$ cat src/rtl/time_entry_ctrl_pkg.sv
// rtl/time_entry_ctrl_pkg.sv - shared state encoding, key codes and BCD field layout
package time_entry_ctrl_pkg;

  localparam int NUM_DIGITS = 4;

  localparam logic [3:0] KEY_START    = 4'hA;
  localparam logic [3:0] KEY_CANCEL   = 4'hB;
  localparam logic [3:0] MAX_SEC_TENS = 4'd5;

  // Nibble offsets of each BCD digit within digits[15:0] ({min_t,min_u,sec_t,sec_u})
  localparam int MIN_T_LSB = 12;
  localparam int MIN_U_LSB = 8;
  localparam int SEC_T_LSB = 4;
  localparam int SEC_U_LSB = 0;

  typedef enum logic [2:0] {
    ST_IDLE  = 3'd0,
    ST_ENTRY = 3'd1,
    ST_LOAD  = 3'd2,
    ST_RUN   = 3'd3,
    ST_DONE  = 3'd4
  } state_t;

  function automatic logic is_digit_key(input logic [3:0] code);
    return code <= 4'd9;
  endfunction

endpackage

$ cat src/rtl/time_entry_ctrl_buf.sv
// rtl/time_entry_ctrl_buf.sv - 4-digit BCD shift buffer with entry count, clear and full flag
module bcd_shift_buf
  import time_entry_ctrl_pkg::*;
(
  input  logic        clk,
  input  logic        clear_n,
  input  logic        shift_en,
  input  logic [3:0]  shift_digit,
  input  logic        clr,
  output logic [15:0] digits,
  output logic [2:0]  count,
  output logic        full
);

  assign full = (count == 3'(NUM_DIGITS));

  // New digits enter at the seconds-units end, pushing earlier ones toward minutes
  always_ff @(posedge clk or negedge clear_n) begin
    if (!clear_n) begin
      digits <= 16'h0;
      count  <= 3'd0;
    end else if (clr) begin
      digits <= 16'h0;
      count  <= 3'd0;
    end else if (shift_en && !full) begin
      digits <= {digits[11:0], shift_digit};
      count  <= count + 3'd1;
    end
  end

endmodule

$ cat src/rtl/time_entry_ctrl.sv
// rtl/time_entry_ctrl.sv - keypad MM:SS entry, START validation and countdown run control
module time_entry_ctrl
  import time_entry_ctrl_pkg::*;
(
  input  logic        clk,
  input  logic        clear_n,
  input  logic        key_valid,
  input  logic [3:0]  key_code,
  input  logic        timer_zero,
  output logic [15:0] digits,
  output logic        load,
  output logic        run,
  output logic        done,
  output logic        err
);

  state_t     state_q, state_d;
  logic       load_d, run_d, done_d, err_d;
  logic       buf_shift, buf_clr, buf_full;
  logic [2:0] buf_count;
  logic       key_digit, key_start, key_cancel, start_ok;

  assign key_digit  = key_valid && is_digit_key(key_code);
  assign key_start  = key_valid && (key_code == KEY_START);
  assign key_cancel = key_valid && (key_code == KEY_CANCEL);

  // 00:00 cannot be cooked and seconds-tens above 5 is not a valid clock time
  assign start_ok = (buf_count != 3'd0) && (digits != 16'h0) &&
                    (digits[SEC_T_LSB +: 4] <= MAX_SEC_TENS);

  bcd_shift_buf u_buf (
    .clk         (clk),
    .clear_n     (clear_n),
    .shift_en    (buf_shift),
    .shift_digit (key_code),
    .clr         (buf_clr),
    .digits      (digits),
    .count       (buf_count),
    .full        (buf_full)
  );

  always_ff @(posedge clk or negedge clear_n) begin
    if (!clear_n) begin
      state_q <= ST_IDLE;
      load    <= 1'b0;
      run     <= 1'b0;
      done    <= 1'b0;
      err     <= 1'b0;
    end else begin
      state_q <= state_d;
      load    <= load_d;
      run     <= run_d;
      done    <= done_d;
      err     <= err_d;
    end
  end

  always_comb begin
    state_d   = state_q;
    load_d    = 1'b0;
    run_d     = 1'b0;
    done_d    = 1'b0;
    err_d     = 1'b0;
    buf_shift = 1'b0;
    buf_clr   = 1'b0;
    case (state_q)
      ST_IDLE, ST_ENTRY: begin
        if (key_digit) begin
          buf_shift = !buf_full;
          state_d   = ST_ENTRY;
        end else if (key_cancel) begin
          buf_clr = 1'b1;
          state_d = ST_IDLE;
        end else if (key_start) begin
          if (start_ok) begin
            state_d = ST_LOAD;
            load_d  = 1'b1;
          end else begin
            err_d = 1'b1;
          end
        end
      end
      ST_LOAD: begin
        state_d = ST_RUN;
        run_d   = 1'b1;
      end
      ST_RUN: begin
        // Reaching zero wins over any key pressed in the same cycle
        if (timer_zero) begin
          state_d = ST_DONE;
          done_d  = 1'b1;
          buf_clr = 1'b1;
        end else if (key_cancel) begin
          state_d = ST_IDLE;
          buf_clr = 1'b1;
        end else begin
          run_d = 1'b1;
        end
      end
      ST_DONE: state_d = ST_IDLE;
      default: state_d = ST_IDLE;
    endcase
  end

endmodule

$ cat config.mk
export PLATFORM = sky130hd
export DESIGN_NAME = time_entry_ctrl
export DESIGN_NICKNAME = d
export VERILOG_FILES = /design/src/rtl/time_entry_ctrl_pkg.sv /design/src/rtl/time_entry_ctrl_buf.sv /design/src/rtl/time_entry_ctrl.sv
export SDC_FILE = /design/constraint.sdc
export NUM_CORES = 1
export LEC_CHECK = 0
export ABC_AREA = 1
export CAP_MARGIN = 20
export CORE_UTILIZATION = 50
export CTS_BUF_LIST = sky130_fd_sc_hd__clkbuf_8 sky130_fd_sc_hd__clkbuf_16
export DETAILED_ROUTE_END_ITERATION = 10
export GPL_ROUTABILITY_DRIVEN = 0
export HOLD_SLACK_MARGIN = 0.08
export PLACE_DENSITY = 0.9
export SLEW_MARGIN = 40
export SYNTH_ARGS = -nofsm -noshare
export SYNTH_HDL_FRONTEND = slang
export SYNTH_HIERARCHICAL = 1
export SYNTH_SLANG_ARGS = --single-unit
$ cat constraint.sdc
create_clock -name clk -period 2.2 [get_ports clk]
set_clock_uncertainty 0.15 [all_clocks]
set_input_delay 0.33 -clock clk [delete_from_list [all_inputs] [get_ports clk]]
set_output_delay 0.33 -clock clk [all_outputs]
set_load 0.005 [all_outputs]
==> results <==
final cells by class:
class                           instances  share of cell area, %
Timing Repair Buffer                   32                   18.2
Inverter                               14                   3.12
Clock buffer                            4                   3.26
Tap cell                               30                   2.23
Sequential cell                        26                   38.6
Multi-Input combinational cell        118                   34.6
registers in the layout (all words and copies together) (netlist names):
register	count
run	1
done	1
err	1
load	1
u_buf/count	3
u_buf/digits	16
state_q	3
critical path, cell delays in order, from the launching register on:
cell and delay (ps):
sky130_fd_sc_hd__dfrtp_1 400, sky130_fd_sc_hd__inv_1 90, sky130_fd_sc_hd__ha_1 230, sky130_fd_sc_hd__nand2_4 140
sky130_fd_sc_hd__inv_1 50, sky130_fd_sc_hd__nor2_1 220, sky130_fd_sc_hd__nand2_4 170, sky130_fd_sc_hd__nor2_4 230
sky130_fd_sc_hd__nand2_1 110, sky130_fd_sc_hd__nand2_1 90
layer usage:
layer  part of all wire, %  wire (um)  track usage [%]  vias up
met2                    51       1450             41.0       27
li1                      -          -                -      584
met5                     0          0                0        -
met1                    44       1260             27.1      547
met3                   2.8         81             3.45        5
met4                   1.7         47             9.21        0
worst max path at each step:
stage / from / end / slack (ps) / cells after the start
global route: u_buf/count[0] / u_buf/digits[5] / 80 / 9
global placement: key_code[3] / u_buf/digits[9] / 130 / 10
finish: u_buf/count[0] / u_buf/digits[5] / 250 / 9
CTS: u_buf/count[0] / u_buf/digits[5] / 260 / 9
detailed placement: key_code[3] / u_buf/digits[15] / 70 / 10
floorplan: state_q[2] / u_buf/digits[12] / 470 / 9
synth_stat cells, drive strengths merged:
| cell type | n | share of area [%] |
|---|---|---|
| nand4 | 7 | 3.3 |
| dfrtp | 26 | 49 |
| nor4 | 1 | 0.47 |
| nand2 | 49 | 15 |
| a21oi | 1 | 0.38 |
| nor2 | 27 | 8.8 |
| a21o | 1 | 0.57 |
| o21ai | 5 | 2.5 |
| nand3b | 1 | 0.57 |
| inv | 14 | 4.0 |
| ha | 2 | 1.9 |
| nor3 | 1 | 0.38 |
| nand3 | 23 | 9.8 |
| buf | 5 | 3.1 |
power groups by stage:
stage / Clock (mW) / Sequential [mW] / Combinational [mW]
floorplan: 0 / 0.845 / 0.588
global placement: 0 / 0.859 / 0.981
detailed placement: 0 / 0.868 / 1.02
CTS: 0.311 / 0.859 / 1.03
global route: 0.329 / 0.889 / 1.14
finish: 0.306 / 0.861 / 1.03
logic make-up after synthesis:
| group | share of synthesized area, % |
|---|---|
| AND/OR/NAND/NOR | 38.6 |
| flip-flops | 49.0 |
| buffers and inverters | 7.07 |
| AO/OA/AOI/OAI | 3.39 |
| adder cells (fa/ha/maj) | 1.88 |
==> impl_summary.md <==
Clocking
TritonCTS created 3 clock buffers. TritonCTS built the clock tree. The CTS root buffer is sky130_fd_sc_hd__clkbuf_8.

For this design, the CTS-stage hold fixing added 0 buffers. The buffer levels on the longest clock path is 2. The number of clock sinks seen by CTS is 26. The H-tree depth is 1. Clock latency on the worst-skew pair, taken at its later pin, is 270 ps.

The number of post-CTS setup repair buffers is 0. Clock-pin slew was measured on the worst setup and hold paths at 80 ps. Gates resized during post-CTS repair numbered 0.

Global routing
The overall track demand over capacity in global routing is 22.9%. The wire length of the first global-routing pass is 4.60 mm. The pin count of the biggest net entering global routing is 28.

The total overflow left after global routing is 0. The number of global-route vias before repair was 1,083. The number of antenna violations at the first check in global routing is 0.

Place
Detailed placement ended at an HPWL of 2.05 mm. The setup slack after placement is 67.9 ps. In this run the cell area measured after placement is 1630 sq um. The total placed cells including tap cells is 220. The count of buffers added on input and output ports is 27.

Power and ir drop
The power per cell area is 1300 nW/um^2. The switching part of the total is 38.6%. Per report_power, the combinational group accounts for 46.8% of the total. The sequential share of power is 39.3%. The largest voltage drop on the vdd net is 0.000681 V. The design draws 2.19 mW.

The net load switching power is 0.847 mW. The analysis attributes to cell leakage a power of 0.876 nW. The total internal power is 1.35 mW. The clock network accounts for 14.0% of the total power.

Detailed routing
In the final routed layout, each cell accounts on average for 12.7 um. Using the TritonRoute via totals, the vias-per-cell ratio works out to 5.19. The routed layout has 1,163 vias. The post-detailed-routing wire length is 2.84 mm. After the first detailed-routing iteration, the DRC count stood at 24. The first detailed-routing pass took 4 iterations. For this run, design rule violations remaining after detail routing come to 0. The detail route stage leaves a number of antenna-violating nets equal to 0.

Finish
The finished layout cell area is 1690 sq um. The filler-free cell count of the finished design is 224. In the layout the commonest cells are sky130_fd_sc_hd__nand2_1, sky130_fd_sc_hd__clkdlybuf4s50_1, sky130_fd_sc_hd__dfrtp_1, sky130_fd_sc_hd__nor2_1, sky130_fd_sc_hd__nand3_1.

The sequential cell area is 651 sq um. The area of the multi-input gates is 583 sq um. The fill cell instance count of the final layout is 199. The library cell used most frequently in the layout, excluding fill and tap cells, is sky130_fd_sc_hd__nand2_1. The final layout contains 205 nets. The area growth from synthesis to layout is 27.1%. Cells fill 67.5% of the core in the end. The share of cells above drive strength 1 is 13.4%. The diode insertion count for antenna repair is 0.

Critical path
The critical-path maximum fanout is 15. STA classifies the critical path startpoint as a flop. The type of the worst setup path is flop to flop. The minimum setup slack among reg-to-reg paths is 250 ps. The reg-to-reg critical path startpoint is u_buf/count[0]. The endpoint identified for the worst register-to-register timing path is u_buf/digits[5]. The count of cells along the worst register-to-register path is 9.

The arrival time reported for the critical path endpoint is 2010 ps. The worst setup path is captured at a flop. The data required time at the worst endpoint is 2260 ps.

Yosys
The cell count after synthesis is 163. After synthesis the cells add up to 1330 sq um. After synthesis the netlist holds a flip-flop and latch count of 26. The number of different library cells used by synthesis comes to 23. The post-synthesis average cell area is 8.14 sq um.

The net count after synthesis is 173. The sequential area share after synthesis is 49.0%. The synthesis warning total is 6.

Status
The flow ran to the end, and the final reports show no timing, DRC or antenna violations.

Die
From bottom edge to top edge, the die measures 53.5 um. The floorplan has 18 rows. After floorplanning, the core was sized to cover 2500 sq um. The initial standard-cell utilization of the core is 53.1%.

The total I/O pin count is 28. The overall die width is 53.5 um. The floorplan step defined a die boundary enclosing 2860 sq um.

Min path
The class of the worst hold path is primary input to asynchronous set/reset pin.

STA
The worst-case hold slack is 272 ps. Of the available clock period, the critical path in the final layout requires 88.8%. The final hold violation count was 0. Setup repair after global routing left no endpoint under its margin. The maximum frequency from static timing analysis is 512 MHz. Summed over all failing endpoints, the final setup total negative slack is 0 ps. The minimum setup slack in the final design is 247 ps. The number of slew-limit violations in the final report came to 0.

Counting I/O delays and the setup requirement, the final critical path takes 1950 ps. The final count of negative-setup-slack endpoints is 0. At the pin with the least slew margin, the transition time is 415 ps. The worst slew margin relative to its limit is 72.3%.

Flow run
Across the run, the number of max-cap violations was 0.
No activity file was read; power rests on OpenSTA's default activity.
